[config.mk]
export PLATFORM = sky130hd
export DESIGN_NAME = hazard_ctrl_unit
export DESIGN_NICKNAME = d
export VERILOG_FILES = /design/src/rtl/hazard_ctrl_unit.sv
export SDC_FILE = /design/constraint.sdc
export NUM_CORES = 1
export LEC_CHECK = 0
export ABC_CLOCK_PERIOD_IN_PS = 2600
export CORE_MARGIN = 4
export CORE_UTILIZATION = 31
export CTS_CLUSTER_DIAMETER = 30
export DETAILED_ROUTE_END_ITERATION = 10
export HOLD_SLACK_MARGIN = 0.15
export PLACE_DENSITY = 0.89
export SYNTH_ARGS = -nofsm -noshare
export SYNTH_HDL_FRONTEND = slang
export SYNTH_SLANG_ARGS = --single-unit
[constraint.sdc]
create_clock -name clk -period 2.6 [get_ports clk]
set_clock_uncertainty 0.05 [all_clocks]
set_input_delay 0.39 -clock clk [delete_from_list [all_inputs] [get_ports clk]]
set_output_delay 0.39 -clock clk [all_outputs]
set_load 0.03 [all_outputs]
[src/rtl/hazard_ctrl_unit.sv]
`default_nettype none
// ============================================================================
// Module      : hazard_ctrl_unit
// Description : Forwarding and stall controller for a 5-stage MIPS pipeline
//               (IF/ID/EXE/MEM/WB). Selects EXE operand sources, detects
//               load-use hazards in ID (multi-cycle stall counter), tracks
//               multi-cycle multiply occupancy of EXE, flushes wrong-path
//               instructions on a taken branch, and drives the hold/flush
//               controls of the PC and the IF/ID, ID/EXE and EXE/MEM registers.
// Optional    : `define HAZ_STALL_CNT_EN adds parameter CNT_W and output
//               Stall_Cycles (saturating count of cycles with PC_Hold=1).
// Ports       :
//   clk, rst_n                        clock (rising edge), async reset (low)
//   ID_Rs, ID_Rt, ID_UseRt            source registers of the ID instruction
//   EXE_Rs, EXE_Rt, EXE_UseRt         source registers of the EXE instruction
//   EXE_Rw, EXE_RegWr, EXE_MemtoReg   destination / load info of EXE
//   EXE_MulStart                      pulse: a multiply entered EXE
//   Branch_Taken                      branch resolved taken in EXE
//   MEM_Rw, MEM_RegWr, MEM_MemtoReg   destination / load info of MEM
//   WB_Rw, WB_RegWr                   destination info of WB
//   FwdA, FwdB                        00 MEM_Result, 01 WB_BusW, 10 register
//   PC_Hold, IFID_Hold, IFID_Flush    pipeline front-end controls
//   IDEX_Hold, IDEX_Flush             ID/EXE register controls
//   EXMEM_Flush                       bubble into EXE/MEM
//   Mul_Busy                          multiply occupies EXE
//   Stall_Cycles (optional)           saturating PC_Hold cycle count
// Revision    : 1.0 - initial release
// ============================================================================
module hazard_ctrl_unit #(
  parameter int REG_AW   = 5,
  parameter int LOAD_LAT = 1,
  parameter int MUL_LAT  = 4
`ifdef HAZ_STALL_CNT_EN
  , parameter int CNT_W  = 32
`endif
) (
  input  logic              clk,
  input  logic              rst_n,
  input  logic [REG_AW-1:0] ID_Rs,
  input  logic [REG_AW-1:0] ID_Rt,
  input  logic              ID_UseRt,
  input  logic [REG_AW-1:0] EXE_Rs,
  input  logic [REG_AW-1:0] EXE_Rt,
  input  logic              EXE_UseRt,
  input  logic [REG_AW-1:0] EXE_Rw,
  input  logic              EXE_RegWr,
  input  logic              EXE_MemtoReg,
  input  logic              EXE_MulStart,
  input  logic              Branch_Taken,
  input  logic [REG_AW-1:0] MEM_Rw,
  input  logic              MEM_RegWr,
  input  logic              MEM_MemtoReg,
  input  logic [REG_AW-1:0] WB_Rw,
  input  logic              WB_RegWr,
  output logic [1:0]        FwdA,
  output logic [1:0]        FwdB,
  output logic              PC_Hold,
  output logic              IFID_Hold,
  output logic              IFID_Flush,
  output logic              IDEX_Hold,
  output logic              IDEX_Flush,
  output logic              EXMEM_Flush,
  output logic              Mul_Busy
`ifdef HAZ_STALL_CNT_EN
  , output logic [CNT_W-1:0] Stall_Cycles
`endif
);

  // Counter widths wide enough to hold LAT-1 (minimum one bit).
  localparam int LCW = (LOAD_LAT > 1) ? $clog2(LOAD_LAT) : 1;
  localparam int MCW = (MUL_LAT  > 1) ? $clog2(MUL_LAT)  : 1;

  localparam logic [1:0] FWD_MEM = 2'b00;
  localparam logic [1:0] FWD_WB  = 2'b01;
  localparam logic [1:0] FWD_REG = 2'b10;

  logic [LCW-1:0] load_cnt_q, load_cnt_d;
  logic [MCW-1:0] mul_cnt_q,  mul_cnt_d;
  logic           mul_busy;
  logic           luh;
  logic           ld_stall;

  // --------------------------------------------------------------------------
  // Hazard detection
  // --------------------------------------------------------------------------
  always_comb begin
    mul_busy = (mul_cnt_q != '0);
    luh      = EXE_MemtoReg && EXE_RegWr && (EXE_Rw != '0) &&
               ((ID_Rs == EXE_Rw) || (ID_UseRt && (ID_Rt == EXE_Rw)));
    // The hazard cycle itself stalls even before the counter is armed.
    ld_stall = luh || (load_cnt_q != '0);
  end

  // --------------------------------------------------------------------------
  // Counter next-state
  // --------------------------------------------------------------------------
  always_comb begin
    mul_cnt_d = '0;
    if (mul_busy) begin
      // A start pulse while busy is ignored: keep counting down.
      mul_cnt_d = mul_cnt_q - MCW'(1);
    end else if (EXE_MulStart) begin
      mul_cnt_d = MCW'(MUL_LAT - 1);
    end
  end

  always_comb begin
    load_cnt_d = load_cnt_q;
    // The load stall is frozen while the multiply owns EXE, so it resumes
    // afterwards with whatever count it had left.
    if (!mul_busy) begin
      if (Branch_Taken) begin
        load_cnt_d = '0;
      end else if (load_cnt_q != '0) begin
        load_cnt_d = load_cnt_q - LCW'(1);
      end else if (luh) begin
        load_cnt_d = LCW'(LOAD_LAT - 1);
      end
    end
  end

  always_ff @(posedge clk or negedge rst_n) begin
    if (!rst_n) begin
      load_cnt_q <= '0;
      mul_cnt_q  <= '0;
    end else begin
      load_cnt_q <= load_cnt_d;
      mul_cnt_q  <= mul_cnt_d;
    end
  end

  // --------------------------------------------------------------------------
  // Outputs. Everything is forced to its idle value while rst_n is low so the
  // controls drop immediately, independent of the current inputs.
  // --------------------------------------------------------------------------
  always_comb begin
    FwdA        = FWD_REG;
    FwdB        = FWD_REG;
    PC_Hold     = 1'b0;
    IFID_Hold   = 1'b0;
    IFID_Flush  = 1'b0;
    IDEX_Hold   = 1'b0;
    IDEX_Flush  = 1'b0;
    EXMEM_Flush = 1'b0;
    Mul_Busy    = 1'b0;

    if (rst_n) begin
      // Register 0 never forwards: a zero source is rejected up front.
      if (EXE_Rs != '0) begin
        if (MEM_RegWr && !MEM_MemtoReg && (MEM_Rw == EXE_Rs)) begin
          FwdA = FWD_MEM;
        end else if (WB_RegWr && (WB_Rw == EXE_Rs)) begin
          FwdA = FWD_WB;
        end
      end
      if (EXE_UseRt && (EXE_Rt != '0)) begin
        if (MEM_RegWr && !MEM_MemtoReg && (MEM_Rw == EXE_Rt)) begin
          FwdB = FWD_MEM;
        end else if (WB_RegWr && (WB_Rw == EXE_Rt)) begin
          FwdB = FWD_WB;
        end
      end

      Mul_Busy = mul_busy;
      if (mul_busy) begin
        PC_Hold     = 1'b1;
        IFID_Hold   = 1'b1;
        IDEX_Hold   = 1'b1;
        EXMEM_Flush = 1'b1;
      end else if (Branch_Taken) begin
        IFID_Flush  = 1'b1;
        IDEX_Flush  = 1'b1;
      end else if (ld_stall) begin
        PC_Hold     = 1'b1;
        IFID_Hold   = 1'b1;
        IDEX_Flush  = 1'b1;
      end
    end
  end

`ifdef HAZ_STALL_CNT_EN
  logic [CNT_W-1:0] stall_cnt_q;

  always_ff @(posedge clk or negedge rst_n) begin
    if (!rst_n) begin
      stall_cnt_q <= '0;
    end else if (PC_Hold && (stall_cnt_q != '1)) begin
      stall_cnt_q <= stall_cnt_q + CNT_W'(1);
    end
  end

  assign Stall_Cycles = stall_cnt_q;
`endif

endmodule
`default_nettype wire

# --- After elaboration in Yosys (flattened, before gate mapping) ---
# Cells that the tools add are included.
totals:
  latchBits: 0
  output_inout_bits: 11
  input_bits: 46
  ram_bits: 0
  memories: 0
  romBits: 0
  elab_cells: 52
  ff_bits: 3
op_classes:
  multipliers: 0
  n_eq_ne: 6
  add_sub_neg: 2
  n_lt_le_gt_ge: 0
  div_mod_pow: 0
  shift: 0
  muxes: 25
  n_bitwise: 0
  reduce_logical: 17
ops:
  columns: ["op", "n"]
  rows:
  - ["== test 5 bit", 6]
  - ["two-way mux 2 bit", 10]
  - ["two-way mux 1 bit", 15]
  - ["nonzero test 5 bit", 3]
  - ["logical AND 1 bit", 10]
  - ["logical OR 1 bit", 2]
  - ["nonzero test 2 bit", 1]
  - ["subtractor 2 x 1 -> 2 bit, second input constant", 1]
  - ["zero test 1 bit", 1]
  - ["subtractor 1 bit, second input constant", 1]

# --- Depth between registers and ports, before layout ---
# Gate-level depths: netlist of run 1.
depth:
  depth_word: 9
  ltp_mapped: 5
  depth_no_buf: 4

# --- Worst setup path after synthesis of run 1 ---
# OpenSTA, ideal clock, no wires.
synth_timing:
  path_type: "in2out"
  start: "in EXE_Rw[3]"
  end: "out PC_Hold"
  required_time_ns: 2.160
  t_arrival_ns: 2.002
  stages: 5
  slack_ns: 0.158
  n_path_buf: 1
  cell_sequence: "xor2_1 -> nor4_2 -> a32oi_1 -> o41ai_2 -> buf_4"
synth_between:
  elab_chain_cells: 9
  word_cells_on_any_way: 12
  classes_between: "2 x eq/ne; 4 x mux; 6 x reduce/logical"
synth_lines:
  columns: ["element", "line_no", "text"]
  rows:
  - ["from (decl)", "45", "input logic [REG_AW-1:0] EXE_Rw,"]
  - ["== test 5 bit", "89", "((ID_Rs == EXE_Rw) || (ID_UseRt && (ID_Rt == EXE_Rw)));"]
  - ["logical AND 1 bit", "89", null]
  - ["logical OR 1 bit", "89", null]
  - ["logical AND 1 bit *", "88", "luh = EXE_MemtoReg && EXE_RegWr && (EXE_Rw != '0) &&"]
  - ["logical OR 1 bit *", "91", "ld_stall = luh || (load_cnt_q != '0);"]
  - ["two-way mux 1 bit * (4 in a row)", null, null]
  - ["to (decl)", "57", "output logic PC_Hold,"]
# Every way passes the cells marked *; elsewhere a longest branch is shown, timed or not.

# --- Worst setup path after layout of run 1 ---
layout_timing:
  start: "in EXE_Rw[1]"
  end: "out PC_Hold"
layout_between:
  elab_chain_cells: 9
  word_cells_on_any_way: 12
  classes_between: "2 x eq/ne; 4 x mux; 6 x reduce/logical"
layout_lines:
  columns: ["element", "line_no", "text"]
  rows:
  - ["== test 5 bit", "89", null]
  - ["logical AND 1 bit", "89", null]
  - ["logical OR 1 bit", "89", null]
  - ["logical AND 1 bit *", "88", null]
  - ["logical OR 1 bit *", "91", null]
  - ["two-way mux 1 bit *", "173", "end else if (ld_stall) begin"]
  - ["two-way mux 1 bit *", "170", "end else if (Branch_Taken) begin"]
  - ["two-way mux 1 bit *", "165", "if (mul_busy) begin"]
  - ["two-way mux 1 bit *", "147", "if (rst_n) begin"]
# Marks and branches as above.

==> results of run 1 <==
==> stage by stage <==
stage | cell area [µm²] | cells | hold slack, ns | power (W)
after floorplan | 564.3 | 72 | 0.04441 | 0.0002233
after global placement | 1124 | 151 | 0.4049 | 0.0003525
after detailed placement | 1124 | 151 | 0.4123 | 0.0003591
after CTS | 1146 | 154 | 0.4149 | 0.0004346
after global routing | 1146 | 154 | 0.4466 | 0.0004589
final | 1146 | 154 | 0.4163 | 0.0004281
==> cell families after synthesis <==
group           share of synthesized area (%)
flops                                   8.870
xor+xnor                                46.56
simple gates                            27.71
compound gates                          11.53
buf+inv                                 5.322
==> path summary, 6_finish.rpt <==
check                               end  slack (ns)  depth (start not counted)
max                             PC_Hold        0.11                          5
min                        mul_cnt_q[0]        0.42                          1
max reg2reg                mul_cnt_q[1]        1.77                          3
min reg2reg                mul_cnt_q[0]        0.42                          1
max in group asynchronous  mul_cnt_q[1]        1.91                          2
min in group asynchronous  mul_cnt_q[0]        0.49                          2
==> layer usage <==
metal / up-vias / part of all wire (%)
met4: 0 / 0.92
met5: - / 0
met2: 40 / 46
li1: 372 / -
met1: 332 / 40
met3: 2 / 13
==> power by group through the flow <==
stage	Sequential, W	Combinational, W	Clock [W]
after floorplan	0.0000557	0.000168	0
final	0.0000581	0.000299	0.0000708
after global placement	0.0000571	0.000295	0
after global routing	0.0000617	0.000319	0.0000781
after detailed placement	0.0000584	0.000301	0
after CTS	0.0000580	0.000302	0.0000749
==> area by class of cell <==
class                           instances  area [µm²]  share of cell area, %
Tap cell                               25       31.28                  2.729
Inverter                                2       7.507                 0.6550
Timing Repair Buffer                   57       550.5                  48.03
Multi-Input combinational cell         65       484.2                  42.25
Clock buffer                            3       22.52                  1.965
Sequential cell                         2       50.05                  4.367
==> cell usage in the layout (no fill, tap or decap), drive strengths merged <==
master / n
a32oi: 1
and3: 2
buf: 8
clkbuf: 3
clkdlybuf4s50: 49
dfrtp: 2
inv: 2
nand2: 3
nand2b: 1
nand3: 2
nand4: 3
nor2: 5
nor3: 3
nor3b: 2
nor4: 3
o211ai: 1
o21ai: 2
o21bai: 2
o31ai: 1
o41ai: 1
or4: 3
xnor2: 11
xor2: 19
==> impl_results.md, run 1 <==
- Combined area of all synthesized cells: 564.3 µm²
- Average cell area after synthesis: 7.837 µm²
- Insertion delay of the later-clocked pin in the worst-skew pair: 0.23 ns
- Net switching share of the total power: 42.38%
- Fraction of final layout cells with drive strength greater than 1: 10.85%
- Sequential area share after synthesis: under 10%
- Via count of the first global-routing pass: 744
- Slowest Stage Delay on Critical Path: around 0.7 ns
- Number of flip-flops under the largest register name: 2
- Pin count of the biggest net entering global routing: 6
- Horiz. Die Dim: slightly above 50 µm
- CP endpoint kind: output port
- Top-count cell post-synth: sky130_fd_sc_hd__xor2_1
- Final-layout setup total negative slack: 0 ns
- Cell taking the most area after synthesis: sky130_fd_sc_hd__xor2_1
- Layer with the highest usage after global routing: met2
- Unrepaired setup endpoints after global routing: false
- Data arrival at the endpoint of the critical path: between 2 and 2.5 ns
- Wire length after detailed routing: around 2100 µm
- Critical register-to-register path startpoint: mul_cnt_q[0]
- Maximum clock insertion buffer count: 2
- Async set-reset flop share out of synthesis: 100.0%
- Ordered list of cells on the worst path: clkdlybuf4s50_1, or4_2, nor2_1, o41ai_2, buf_4
- HPWL reported at the end of detailed placement: 1825 µm
- Worst slew pin tran: 0.3067 ns
- Met1 Usage GRT: 17.14%
- Clock buffer count from CTS: 3
- Internal cell power: 0.0002467 W
- Clock-pin transition on the worst setup and hold timing paths: 0.03 ns
- Register containing the most flip-flops in the final layout: mul_cnt_q
- Share of the synthesized area in the top cell type: 29.49%
- Total Nets Final: 177
- Final period util: 95.63%
- Bufs and invs on worst path: 2
- Crit path max fanout: 3
- Number of instances resized during post-cts repair: 0
- Crit Path Class: primary input to output port
- Number of unique standard cell types used by synthesis: 23
- Starting utilization of the core area: 32.68%
- Number of vias in the routed layout: around 750
- Number of H-tree levels: 1
- Count of synthesis-stage warnings from yosys: 0
- Remaining Overflow, GRT: 0
- PwrDens: 373.5 nW/µm²
- Worst EP required: 2.16 ns
- Final weighted congestion in routability-driven placement: approximately 0.84
- Dominant synthesized flop cell: sky130_fd_sc_hd__dfrtp_1
- Synth-to-layout area growth: 103.1%
- Number of instances in the synthesized netlist: 72
- Hold wc startpoint: mul_cnt_q[0]
- Source of the critical timing path: EXE_Rw[1]
- IO Pins: 57
- Slowest CP cell: sky130_fd_sc_hd__or4_2
- Post-Route Utilization: 66.38%
- Combinational group share of total power: around 70%
- Wire length of the first global-routing pass: 3194 µm
- Highest clock frequency the design can meet: 0.4022 GHz
- Sequential fraction of design power: 13.6%
- Per-cell routed wire length: 13.48 µm
- Die ar.: 2567 µm²
- Max-cap violations: 0
- Post-route DRC violation count: 0
- Leak: about 0.46 nW
- Clock tree root buffer cell: sky130_fd_sc_hd__clkbuf_4
- Fin. Hold Viols: 0
- Final worst setup slack: roughly 0.11 ns
- Number of antenna repair diodes: 0
- Post-Synthesis Net Count: 118
- CTS sink count: 2
- Hold-fix buffers at CTS: 0
- FP Rows: 15
- Post-synth top cells: 19 x sky130_fd_sc_hd__xor2_1, 11 x sky130_fd_sc_hd__xnor2_1, 5 x sky130_fd_sc_hd__nor2_1
- First-pass iteration count of the detailed router: 2
- Fill count: 158
- Iter 0 DRT Violations: 5
- Post-CTS Setup Inserts: 0
- Number of synthesized flops with an enable pin: 0
- Cell family contributing the most delay on the critical path: simple AND/OR/NAND/NOR gates
- CORE AREA: 1727 µm²
- Total count of max-transition violations in the final report: 0
- Net switching power of the design: 0.0001814 W
- Worst IR drop on VDD: 0.2420 mV
- Top post-synthesis cells by area: sky130_fd_sc_hd__xor2_1 29%, sky130_fd_sc_hd__xnor2_1 17%, sky130_fd_sc_hd__dfrtp_1 8.9%, sky130_fd_sc_hd__buf_4 4.0%, sky130_fd_sc_hd__nand4_1 3.3%
- Worst slack after detailed placement: ~0.057 ns
- Synthesized flop and latch total: 2
- Clock tree from TritonCTS: done
- Status: complete, no violations
- Minimum clock period: approximately 2.5 ns
- Startpoint types: primary input
- Fraction of met3 tracks used by global routing: 7.418%
- Global Route Usage Sum: approximately 16%
- Clock share of power: 16.5%
- Antenna violations before repair: 0
- Relative slew margins: 79.49%
- Biggest regs: mul_cnt_q (2)
- Min-Delay Path Class: flop to flop
- Count of input and output buffers: 56
- Global-route track usage on met2: 27.39%
- Routed via count divided by cell count: 4.844
- Finish-stage setup viols: 0
- Die Y: 50.67 µm
- Post-DRT Antenna Nets: 0
Note: power is estimated with default switching activity, not from simulation.
==> inputs of run 2 (changes only) <==
--- a/config.mk
+++ b/config.mk
@@ -6,7 +6,7 @@
 export NUM_CORES = 1
 export LEC_CHECK = 0
 export ABC_CLOCK_PERIOD_IN_PS = 2600
-export CORE_MARGIN = 4
+export CORE_MARGIN = 10
 export CORE_UTILIZATION = 31
 export CTS_CLUSTER_DIAMETER = 30
 export DETAILED_ROUTE_END_ITERATION = 10
==> run 2 against run 1 <==
Effect of this change:
- flip-flop and latch count stayed put
- die area is 53% higher
- routed wire length is 14% higher
- largest cell class unchanged
- via count is 2.0% lower
- critical path depth is 1 higher
- critical endpoint unchanged
- combinational power is 2% higher
- utilization stayed put
==> impl_results.md, run 2 (synthesis results as in run 1) <==
- Status: complete, no violations
- Final weighted congestion in routability-driven placement: 0.8271
- Post-DRT Antenna Nets: 0
- Via count of the first global-routing pass: 760
- Biggest regs: mul_cnt_q (2)
- Worst slack after detailed placement: 0.02046 ns
- End of the worst register-to-register path: mul_cnt_q[1]
- Data arrival at the endpoint of the critical path: 2.05 ns
- Min-Delay Path Depth: 1
- Iter 0 DRT Violations: 13
- Critical register-to-register path startpoint: mul_cnt_q[0]
- Post-route DRC violation count: 0
- Number of antenna repair diodes: 0
- Per-cell routed wire length: around 15 µm
- Unrepaired setup endpoints after global routing: false
- Leak: 0.4601 nW
- Final worst setup slack: around 0.11 ns
- Register-to-register path setup slack: between 1.5 and 2 ns
- Wire length of the first global-routing pass: slightly below 4000 µm
- Hold wc startpoint: mul_cnt_q[0]
- Commonest cells after routing, fill and taps aside: 49 x sky130_fd_sc_hd__clkdlybuf4s50_1, 19 x sky130_fd_sc_hd__xor2_1, 11 x sky130_fd_sc_hd__xnor2_1, 8 x sky130_fd_sc_hd__buf_4, 5 x sky130_fd_sc_hd__nor2_1
- Highest clock frequency the design can meet: 0.4013 GHz
- Final-layout setup total negative slack: 0 ns
- Ordered list of cells on the worst path: clkdlybuf4s50_1, xor2_1, nor4_2, a32oi_1, o41ai_2, buf_4
- Fraction of final layout cells with drive strength greater than 1: 10.85%
- Number of flip-flops under the largest register name: 2
- Starting utilization of the core area: 32.68%
- End of the worst hold path: mul_cnt_q[0]
- Worst EP required: 2.16 ns
- Minimum clock period: 2.492 ns
- Horiz. Die Dim: 62.67 µm
- HPWL reported at the end of detailed placement: ~2200 µm
- Relative slew margins: between 70% and 80%
- Maximum clock insertion buffer count: 2
- Remaining Overflow, GRT: 0
- Most frequent standard cell in the layout excluding fill and tap cells: sky130_fd_sc_hd__clkdlybuf4s50_1
- Clock-pin transition on the worst setup and hold timing paths: 0.03 ns
- Clock tree root buffer cell: sky130_fd_sc_hd__clkbuf_4
- Final period util: 95.84%
- Max-cap violations: 0
- Hold-fix buffers at CTS: 0
- FP Rows: 15
- Global Route Usage Sum: about an eighth
- Slowest CP cell: sky130_fd_sc_hd__clkdlybuf4s50_1
- Fin. Hold Viols: 0
- Min-Delay Path Class: flop to flop
- Cell family contributing the most delay on the critical path: buffers and inverters
- Worst slew pin tran: 0.3278 ns
- PwrDens: 373.2 nW/µm²
- Fill count: 153
- Source of the critical timing path: EXE_Rw[3]
- Die Y: 62.67 µm
- CORE AREA: between 1500 and 2000 µm²
- Number of vias in the routed layout: 731
- Worst IR drop on VDD: 0.2455 mV
- Number of H-tree levels: 1
- Slowest Stage Delay on Critical Path: 0.47 ns
- Count of cells along the worst register-to-register path: 3
- Count of input and output buffers: 56
- Clock buffer count from CTS: 3
- Startpoint types: primary input
- Clock tree from TritonCTS: done
- Die ar.: around 3900 µm²
- Pin count of the biggest net entering global routing: 6
- Antenna violations before repair: 0
- Finish-stage setup viols: 0
- Routed via count divided by cell count: about 4.7
- IO Pins: 57
- CP endpoint kind: output port
- Total Nets Final: 177
- Total count of max-transition violations in the final report: 0
- Post-CTS Setup Inserts: 0
- CTS sink count: 2
- Number of instances resized during post-cts repair: 0
- Crit path max fanout: 3
- Synth-to-layout area growth: 103.1%
- Wire length after detailed routing: 2374 µm
- Bufs and invs on worst path: 2
- First-pass iteration count of the detailed router: 4
- Insertion delay of the later-clocked pin in the worst-skew pair: 0.22 ns
- Register containing the most flip-flops in the final layout: mul_cnt_q
- Crit Path Class: primary input to output port
run 2: cell counts in the layout (fill, tap and decap cells not counted):
No cell type changed its count.
run 2: report_power, final:
part | switching (W) | internal [W]
Sequential | 0.0000126 | 0.0000454
Combinational | 0.000154 | 0.000150
Clock | 0.0000148 | 0.0000507
run 2: worst max-delay path by stage:
stage	endpoint	slack, ns	cells after the start
finish	PC_Hold	0.11	6
detailed placement	PC_Hold	0.02	6
CTS	PC_Hold	0.002	6
global placement	PC_Hold	0.1	6
global route	IFID_Hold	0.002	6
floorplan	PC_Hold	0.16	5
run 2: final cells by class:
cell class	count	area (µm²)	area share [%]
inverters	2	7.507	0.6550
repair buffers	57	550.5	48.03
well taps	25	31.28	2.729
flip-flops and latches	2	50.05	4.367
multi-input cells	65	484.2	42.25
clock buffers	3	22.52	1.965
run 2: layer usage:
layer,track usage [%],vias up,wire (µm)
met3,2.867,0,194
met1,14.86,318,1122
met4,3.352,0,0
li1,-,372,-
met5,0,-,0
met2,19.74,41,1058
run 2: metrics by stage:
step | hold slack [ns] | std cells | cell area [µm²] | power, W | util (%)
after detailed placement | 0.4200 | 151 | 1124 | 0.0003635 | 65.07
after global routing | 0.4724 | 154 | 1146 | 0.0004625 | 66.38
after floorplan | 0.04441 | 72 | 564.3 | 0.0002233 | -
after CTS | 0.4248 | 154 | 1146 | 0.0004334 | 66.38
final | 0.4226 | 154 | 1146 | 0.0004277 | 66.38
after global placement | 0.4038 | 151 | 1124 | 0.0003554 | 65.07
